$ cat config.mk
export PLATFORM = sky130hd
export DESIGN_NAME = ir_nec_tx_controller
export DESIGN_NICKNAME = d
export VERILOG_FILES = /design/src/rtl/ir_nec_tx_controller.sv
export SDC_FILE = /design/constraint.sdc
export NUM_CORES = 1
export LEC_CHECK = 0
export ABC_AREA = 1
export CORE_ASPECT_RATIO = 1.25
export CORE_UTILIZATION = 59
export DETAILED_ROUTE_END_ITERATION = 10
export PLACE_DENSITY = 0.79
export SLEW_MARGIN = 25
export SYNTH_ARGS = -nofsm -noshare
export SYNTH_HDL_FRONTEND = slang
export SYNTH_SLANG_ARGS = --single-unit
$ cat constraint.sdc
create_clock -name clk -period 1.64 [get_ports clk]
set_input_delay 0.328 -clock clk [delete_from_list [all_inputs] [get_ports clk]]
set_output_delay 0.328 -clock clk [all_outputs]
set_load 0.005 [all_outputs]
$ cat src/rtl/ir_nec_tx_controller.sv
// ---------------------------------------------------------------------------
// ir_nec_tx_controller
//
// Sequences one NEC-format IR frame. The externally divided carrier
// (~38 kHz) is gated onto the LED output during mark periods.
// The frame consists of a leader mark/space, 32 data bits sent LSB first,
// a stop mark and an optional trailing gap.
//
// Ports:
//   clk        in   system clock
//   reset      in   synchronous active-high reset
//   start      in   frame request, only sampled while idle
//   addr[7:0]  in   NEC address, captured on accept
//   cmd[7:0]   in   NEC command, captured on accept
//   carrier_in in   free-running divided carrier (not synchronised here)
//   ir_out     out  gated carrier to the LED driver (inverted if INVERT_OUT)
//   busy       out  frame in progress
//   done       out  one-cycle pulse in the first idle cycle after a frame
// ---------------------------------------------------------------------------
module ir_nec_tx_controller #(
    parameter int UNIT_CYCLES = 56250,
    parameter int CNT_W       = 16,
    parameter int GAP_UNITS   = 0,
    parameter int GAP_W       = 8,
    parameter int INVERT_OUT  = 0
) (
    input  logic       clk,
    input  logic       reset,
    input  logic       start,
    input  logic [7:0] addr,
    input  logic [7:0] cmd,
    input  logic       carrier_in,
    output logic       ir_out,
    output logic       busy,
    output logic       done
);

    // The units-remaining counter must hold 16 (leader mark) and GAP_UNITS.
    localparam int UL_W = (GAP_W > 5) ? GAP_W : 5;

    localparam logic [CNT_W-1:0] CNT_LAST      = CNT_W'(UNIT_CYCLES - 1);
    localparam logic [CNT_W-1:0] CNT_ONE       = CNT_W'(1);
    localparam logic [UL_W-1:0]  UL_LEAD_MARK  = UL_W'(16);
    localparam logic [UL_W-1:0]  UL_LEAD_SPACE = UL_W'(8);
    localparam logic [UL_W-1:0]  UL_ONE        = UL_W'(1);
    localparam logic [UL_W-1:0]  UL_THREE      = UL_W'(3);
    localparam logic [UL_W-1:0]  UL_GAP        = UL_W'(GAP_UNITS);
    localparam bit               HAS_GAP       = (GAP_UNITS != 0);
    localparam logic             INV_BIT       = (INVERT_OUT != 0) ? 1'b1 : 1'b0;

    typedef enum logic [2:0] {
        S_IDLE       = 3'd0,
        S_LEAD_MARK  = 3'd1,
        S_LEAD_SPACE = 3'd2,
        S_BIT_MARK   = 3'd3,
        S_BIT_SPACE  = 3'd4,
        S_STOP_MARK  = 3'd5,
        S_GAP        = 3'd6
    } state_t;

    state_t             r_state;
    logic [CNT_W-1:0]   r_unit_cnt;
    logic [UL_W-1:0]    r_units_left;
    logic [4:0]         r_bit_idx;
    logic [31:0]        r_frame;
    logic               r_mark;
    logic               r_busy;
    logic               r_done;

    logic               w_unit_end;
    logic               w_state_end;
    logic               w_bit;

    assign w_unit_end  = (r_unit_cnt == CNT_LAST);
    // A state ends on the last cycle of its last remaining unit.
    assign w_state_end = w_unit_end && (r_units_left == UL_ONE);
    assign w_bit       = r_frame[r_bit_idx];

    // Frame sequencer: state, unit timing, bit index and registered outputs.
    always_ff @(posedge clk) begin
        if (reset) begin
            r_state      <= S_IDLE;
            r_unit_cnt   <= '0;
            r_units_left <= '0;
            r_bit_idx    <= 5'd0;
            r_frame      <= 32'd0;
            r_mark       <= 1'b0;
            r_busy       <= 1'b0;
            r_done       <= 1'b0;
        end else begin
            r_done <= 1'b0;

            // Common unit timing; transitions below overwrite units_left.
            if (r_state != S_IDLE) begin
                if (w_unit_end) begin
                    r_unit_cnt   <= '0;
                    r_units_left <= r_units_left - UL_ONE;
                end else begin
                    r_unit_cnt <= r_unit_cnt + CNT_ONE;
                end
            end

            case (r_state)
                S_IDLE: begin
                    if (start) begin
                        r_frame      <= {~cmd, cmd, ~addr, addr};
                        r_state      <= S_LEAD_MARK;
                        r_unit_cnt   <= '0;
                        r_units_left <= UL_LEAD_MARK;
                        r_bit_idx    <= 5'd0;
                        r_mark       <= 1'b1;
                        r_busy       <= 1'b1;
                    end else begin
                        r_mark <= 1'b0;
                        r_busy <= 1'b0;
                    end
                end
                S_LEAD_MARK: begin
                    if (w_state_end) begin
                        r_state      <= S_LEAD_SPACE;
                        r_units_left <= UL_LEAD_SPACE;
                        r_mark       <= 1'b0;
                    end
                end
                S_LEAD_SPACE: begin
                    if (w_state_end) begin
                        r_state      <= S_BIT_MARK;
                        r_units_left <= UL_ONE;
                        r_mark       <= 1'b1;
                    end
                end
                S_BIT_MARK: begin
                    if (w_state_end) begin
                        r_state      <= S_BIT_SPACE;
                        // Logical one is encoded as a long (3-unit) space.
                        r_units_left <= w_bit ? UL_THREE : UL_ONE;
                        r_mark       <= 1'b0;
                    end
                end
                S_BIT_SPACE: begin
                    if (w_state_end) begin
                        r_units_left <= UL_ONE;
                        r_mark       <= 1'b1;
                        if (r_bit_idx == 5'd31) begin
                            r_state <= S_STOP_MARK;
                        end else begin
                            r_state   <= S_BIT_MARK;
                            r_bit_idx <= r_bit_idx + 5'd1;
                        end
                    end
                end
                S_STOP_MARK: begin
                    if (w_state_end) begin
                        r_mark <= 1'b0;
                        if (HAS_GAP) begin
                            r_state      <= S_GAP;
                            r_units_left <= UL_GAP;
                        end else begin
                            r_state <= S_IDLE;
                            r_busy  <= 1'b0;
                            r_done  <= 1'b1;
                        end
                    end
                end
                S_GAP: begin
                    if (w_state_end) begin
                        r_state <= S_IDLE;
                        r_busy  <= 1'b0;
                        r_done  <= 1'b1;
                    end
                end
                default: begin
                    r_state <= S_IDLE;
                    r_mark  <= 1'b0;
                    r_busy  <= 1'b0;
                end
            endcase
        end
    end

    // The carrier path is deliberately a plain gate: no register delay.
    assign ir_out = (r_mark & carrier_in) ^ INV_BIT;
    assign busy   = r_busy;
    assign done   = r_done;

endmodule

== Word-level counts from Yosys, hierarchy flattened ==
Cells that the tools add are included.

* Register bits after elaboration: 67
* Bits of input ports: 20
* Logic and storage cells: 82

* Add/sub/neg operators: 3
* Magnitude comparators: 1
* Equality and inequality tests: 18
* Mux-type cells: 32
* Bitwise gates (word level): 6
* Reductions and logical operators: 14

{| class="wikitable"
|+ Operator list
! cell !! count
|-
| 2-to-1 mux 16 bit || 4
|-
| 2-to-1 mux 8 bit || 6
|-
| one-hot mux 8 bit (4 select lines) || 1
|-
| 2-to-1 mux 3 bit || 7
|-
| one-hot mux 3 bit (6 select lines) || 1
|-
| adder 16 x 1 -> 16 bit (second input constant) || 1
|-
| equality test 16 bit (second input constant) || 1
|-
| NOT 8 bit || 2
|-
| 2-to-1 mux 5 bit || 3
|-
| != test 2 bit (second input constant) || 6
|-
| one-hot mux 5 bit (2 select lines) || 1
|-
| equality test 3 bit (second input constant) || 3
|-
| equality test 8 x 1 -> 1 bit (second input constant) || 1
|-
| subtractor 8 x 1 -> 8 bit (second input constant) || 1
|-
| equality test 3 x 2 -> 1 bit (second input constant) || 2
|-
| less-than comparator 5 x 6 -> 1 bit (second input constant) || 1
|-
| != test 2 x 1 -> 1 bit (second input constant) || 3
|-
| AND reduction 6 bit || 1
|-
| OR reduction 2 bit || 3
|-
| adder 5 x 1 -> 5 bit (second input constant) || 1
|-
| binary-select mux 1 bit (select 5 bit) || 1
|-
| equality test 5 bit (second input constant) || 1
|-
| 2-to-1 mux 1 bit || 5
|-
| one-hot mux 1 bit (4 select lines) || 1
|-
| 14 further kinds || 17
|}

== Depth between registers and ports, before layout ==
* Word-level depth: 5
* Mapped depth: 12
* Mapped depth without buffers: 12

== Worst setup path before layout ==
Ideal clock, no wire load.

* Path kind: register -> register
* Start: register r_bit_idx[0]
* End: register r_bit_idx[3]
* Library setup time: 0.118 ns
* Data arrival time: 1.365 ns
* Path slack: 0.157 ns
* Cell stages (with the launch flop): 11
* Period minus slack after synthesis: 1.483 ns
* Cell sequence: dfxtp_1 ha_1 inv_1 nor3_1 ha_1 inv_1 nor2_1 nor2_2 nand2_4 nor3_1 nor2_1

* Word-level cells in the longest chain between the ends: 4
* Elaborated cells on any way between the ends: 7
* Classes of those cells: add/sub (1); eq/ne (2); mux (3); reduce/logical (1)

{| class="wikitable"
|+ RTL lines
! what !! RTL line !! text
|-
| start, declared || 64 || <nowiki>logic [4:0] r_bit_idx;</nowiki>
|-
| start signal, assigned || 148 || <nowiki>r_bit_idx <= r_bit_idx + 5'd1;</nowiki>
|-
| adder 5 x 1 -> 5 bit || 148 ||
|-
| 2-to-1 mux 5 bit || 144 || <nowiki>if (r_bit_idx == 5'd31) begin</nowiki>
|-
| 2-to-1 mux 5 bit || 141 || <nowiki>if (w_state_end) begin</nowiki>
|-
| one-hot mux 5 bit (2 select lines) || 103 || <nowiki>case (r_state)</nowiki>
|}

Parallel ways exist; a longest one is shown, timed or not. The select of a mux whose other input is x is not followed.
A chain may end at the register's enable or synchronous reset.

== Worst setup path after layout ==
* Start: register r_unit_cnt[0]
* End: register r_unit_cnt[14]

* Word-level cells in the longest chain between the ends: 5
* Elaborated cells on any way between the ends: 6
* Classes of those cells: add/sub (1); eq/ne (1); mux (4)

{| class="wikitable"
|+ RTL lines
! what !! RTL line !! text
|-
| start, declared || 62 || <nowiki>logic [CNT_W-1:0] r_unit_cnt;</nowiki>
|-
| start signal, assigned || 99 || <nowiki>r_unit_cnt <= r_unit_cnt + CNT_ONE;</nowiki>
|-
| adder 16 x 1 -> 16 bit / equality test 16 bit (equally long branches) || 99, 74 ||
|-
| 2-to-1 mux 16 bit (*) || 95 || <nowiki>if (w_unit_end) begin</nowiki>
|-
| 2-to-1 mux 16 bit (*) || 94 || <nowiki>if (r_state != S_IDLE) begin</nowiki>
|-
| 2-to-1 mux 16 bit || 105 || <nowiki>if (start) begin</nowiki>
|-
| 2-to-1 mux 16 bit (*) || 103 ||
|}

Every way passes the cells marked *; elsewhere a longest branch is shown, timed or not.

==> metrics.cfg <==
[yosys]
avgSynthCellArea_um2 = 6.642
synth_top_cell_area_share_pct = 35.80
synth_edf_count = 0
yosysWarnings = 0
yosys.area.top_type = dfxtp_1
syn_area_um2 = 3746
postSynthNetCount = 590
synth_cells = 564
async_flop_share_pct = 0
ys_seq_area_share_pct = 35.80
synth_common_cells = nand2_1 (178), dfxtp_1 (67), inv_1 (63), a21oi_1 (55), nand3_1 (41)
synth-main-ff-cell = dfxtp_1
synthTopCellsByArea = dfxtp_1 (36%), nand2_1 (18%), a21oi_1 (7.3%)
synth-seq-cells = 67
synth.distinct_cells = 42
synth_most_common_cell = nand2_1

[floorplan]
dieWidth_um = 73.27
fp.dieArea_um2 = 6674
num_rows = 32
initial_utilization_pct = 60.75
num_io_pins = 23
coreArea_um2 = 6166
die_h_um = 91.09

[min_path]
min_path_type = reg -> reg
min_path_cells = 2
worstHoldStart = r_frame[15]
whs_endpoint = r_frame[15]

[layout]
nets = 641
final_util_pct = 74.82
instances_no_fill = 705
syn2layout_area_growth_pct = 23.15
antenna_cells = 0
drive_gt1_share_pct = 21.45

[pwr]
intPower_mw = 4.093
p_leak_nw = 1.954
switchingPower_mw = 2.657
seqPwrFrac_pct = 31.8
combPwrFrac_pct = 42.8
peakVddDrop_mv = 1.026
switching_share_pct = 39.36
p_clk_share_pct = 25.4
cellPowerDensity_nw_per_um2 = 1463

[global_routing]
grt_overflow = 0
grt_max_degree = 25
grtUsageTotal_pct = 28.18
antenna_found_initial = 0
grt_pass1_vias = 3475
grt_pass1_wl_um = 14620

[cts]
postCtsHoldBufs = 0
path_clk_slew_ns = 0.08
root_buffer = clkbuf_8
clk-insertion-delay-late_ns = 0.36
cts_tree = done
cts_max_path_buffers = 2
htreeDepth = 3
cts_buffers = 9
clock-sinks = 67

[setup_path]
crit_chain = ha_1 -> nand2_1 -> inv_2 -> nand4_1 -> nor3_2 -> nand2_1 -> xor2_1 -> nor2_2
crit_slowest_cell = dfxtp_2
critical_path.max_fanout = 4
cp_slowest_stage_delay_ns = 0.39
endpoint_kind = flop
crit_type = reg -> reg
critPathLaunchType = flop
r2r_end = r_unit_cnt[14]
crit_top_cell = nand2_1
worstPathArrival_ns = 1.84
rr_startpoint = r_unit_cnt[0]
r2r_slack_ns = 0.06
r2r_cells = 8
cp.required_ns = 1.90

[timing]
slew_viol_final = 0
period_needed_ns = 1.581
period_share_pct = 96.39
finalClockSkew_ns = 0.01185
rsz0062_at_grt = yes
hold_ws_ns = 0.4436
hold_viol_final = 0
tightest_slew_ns = 0.2637
slew-limit-headroom_pct = 82.23
setup_violations = 0
fmax_mhz = 632.6

[routing]
vias = 3699
antenna_left = 0
viasPerCell = 5.247
wl_per_cell_um = 12.53
drc = 0
drt_iter0_markers = 172
first_pass_iters = 5
routed_wirelength_um = 8835

[status]
status = finished clean

[placement]
place.gp.congestion = 0.8401
io_buffers = 22
placed_cells = 681
dp.final_hpwl_um = 6063

[job]
max-cap-violations = 0

-- metrics by stage --
step	setup slack (ns)	power, mW	TNS [ns]	area (um^2)
after floorplan	0.1572	4.116	0	3746
after global placement	-0.04484	4.667	-0.04484	4197
after detailed placement	-0.04074	4.734	-0.07750	4197
after CTS	-0.001271	6.547	-0.001271	4483
after global routing	-0.05294	7.214	-0.1480	4613
final	0.05924	6.751	0	4613
-- worst max path at each step --
stage	start	endpoint	slack, ns	cells after the start
floorplan	r_bit_idx[0]	r_bit_idx[3]	0.16	10
global placement	carrier_in	ir_out	-0.04	4
detailed placement	carrier_in	ir_out	-0.04	4
CTS	r_unit_cnt[1]	r_bit_idx[3]	-0.001	12
global route	r_bit_idx[0]	r_bit_idx[2]	-0.05	11
finish	r_unit_cnt[0]	r_unit_cnt[14]	0.06	8
-- worst max-delay path, delay by kind of cell, from the launching register on --
kind | cells | cell delay, ns
xor+xnor | 1 | 0.17
fa+ha+maj | 1 | 0.18
buf+inv | 1 | 0.09
flops | 1 | 0.39
simple gates | 5 | 0.64
-- metal layers --
metal / vias to the layer above / global-route usage (%) / share of wire [%]
li1: 1889 / - / -
met1: 1669 / 30.03 / 40
met2: 114 / 52.39 / 52
met3: 27 / 5.105 / 4.6
met4: 0 / 11.93 / 2.9
met5: - / 0 / 0
-- registers in the layout (all words and copies together), names as in the netlist --
register and count:
busy 1, done 1, r_bit_idx 5, r_frame 32, r_mark 1, r_state 3
r_unit_cnt 16, r_units_left 8
-- power groups by stage --
stage                     clock (mW)  combinational [mW]  sequential, mW
after floorplan                    0                1.98            2.13
after global placement             0                2.52            2.14
after detailed placement           0                2.58            2.16
after CTS                       1.74                2.69            2.12
after global routing            1.81                3.21            2.19
final                           1.71                2.89            2.15
-- cell usage in the layout, fill, tap and decap left out, types with 5 or more instances in the layout --
cell type / synthesis / layout
a21oi_1: 55 / 53
buf_4: 3 / 32
nor2_4: 9 / 10
nand3_1: 41 / 38
o21ai_0: 9 / 9
nor2_1: 35 / 34
xor2_1: 5 / 5
dfxtp_1: 67 / 58
dfxtp_2: 0 / 9
clkdlybuf4s50_1: 0 / 21
inv_2: 11 / 15
nand4_1: 7 / 7
inv_1: 63 / 58
nand2_1: 178 / 176
clkbuf_8: 0 / 9
nand3_2: 2 / 5
nor2_2: 9 / 9
nand2_2: 7 / 9
o21ai_1: 6 / 6
-- area by class of cell --
type,instances,area [um^2]
inverters,77,301.5
well taps,85,106.4
fillers,491,1553
clock inverters,7,125.1
clock buffers,9,123.9
repair buffers,56,499.2
flip-flops and latches,67,1353
multi-input cells,404,2105
-- cell families (layout without fill, tap and decap cells) --
group	count (synthesis)	in the layout	share of synthesized area (%)
compound gates	84	84	12.19
flops	67	67	35.81
buf+inv	94	149	10.39
fa+ha+maj	6	6	2.004
xor+xnor	8	8	1.870
simple gates	305	306	37.74
-- what timing repair did --
action | 4_1_cts | 5_1_grt
endpoints found under the setup margin | 5 | 47
cloned | 0 | 1
setup buffers | 3 | 4
hold endpoints to repair | 0 | 0
pin swaps | 0 | 11
resized for setup | 5 | 31
Power figures use the tool's default switching activity.
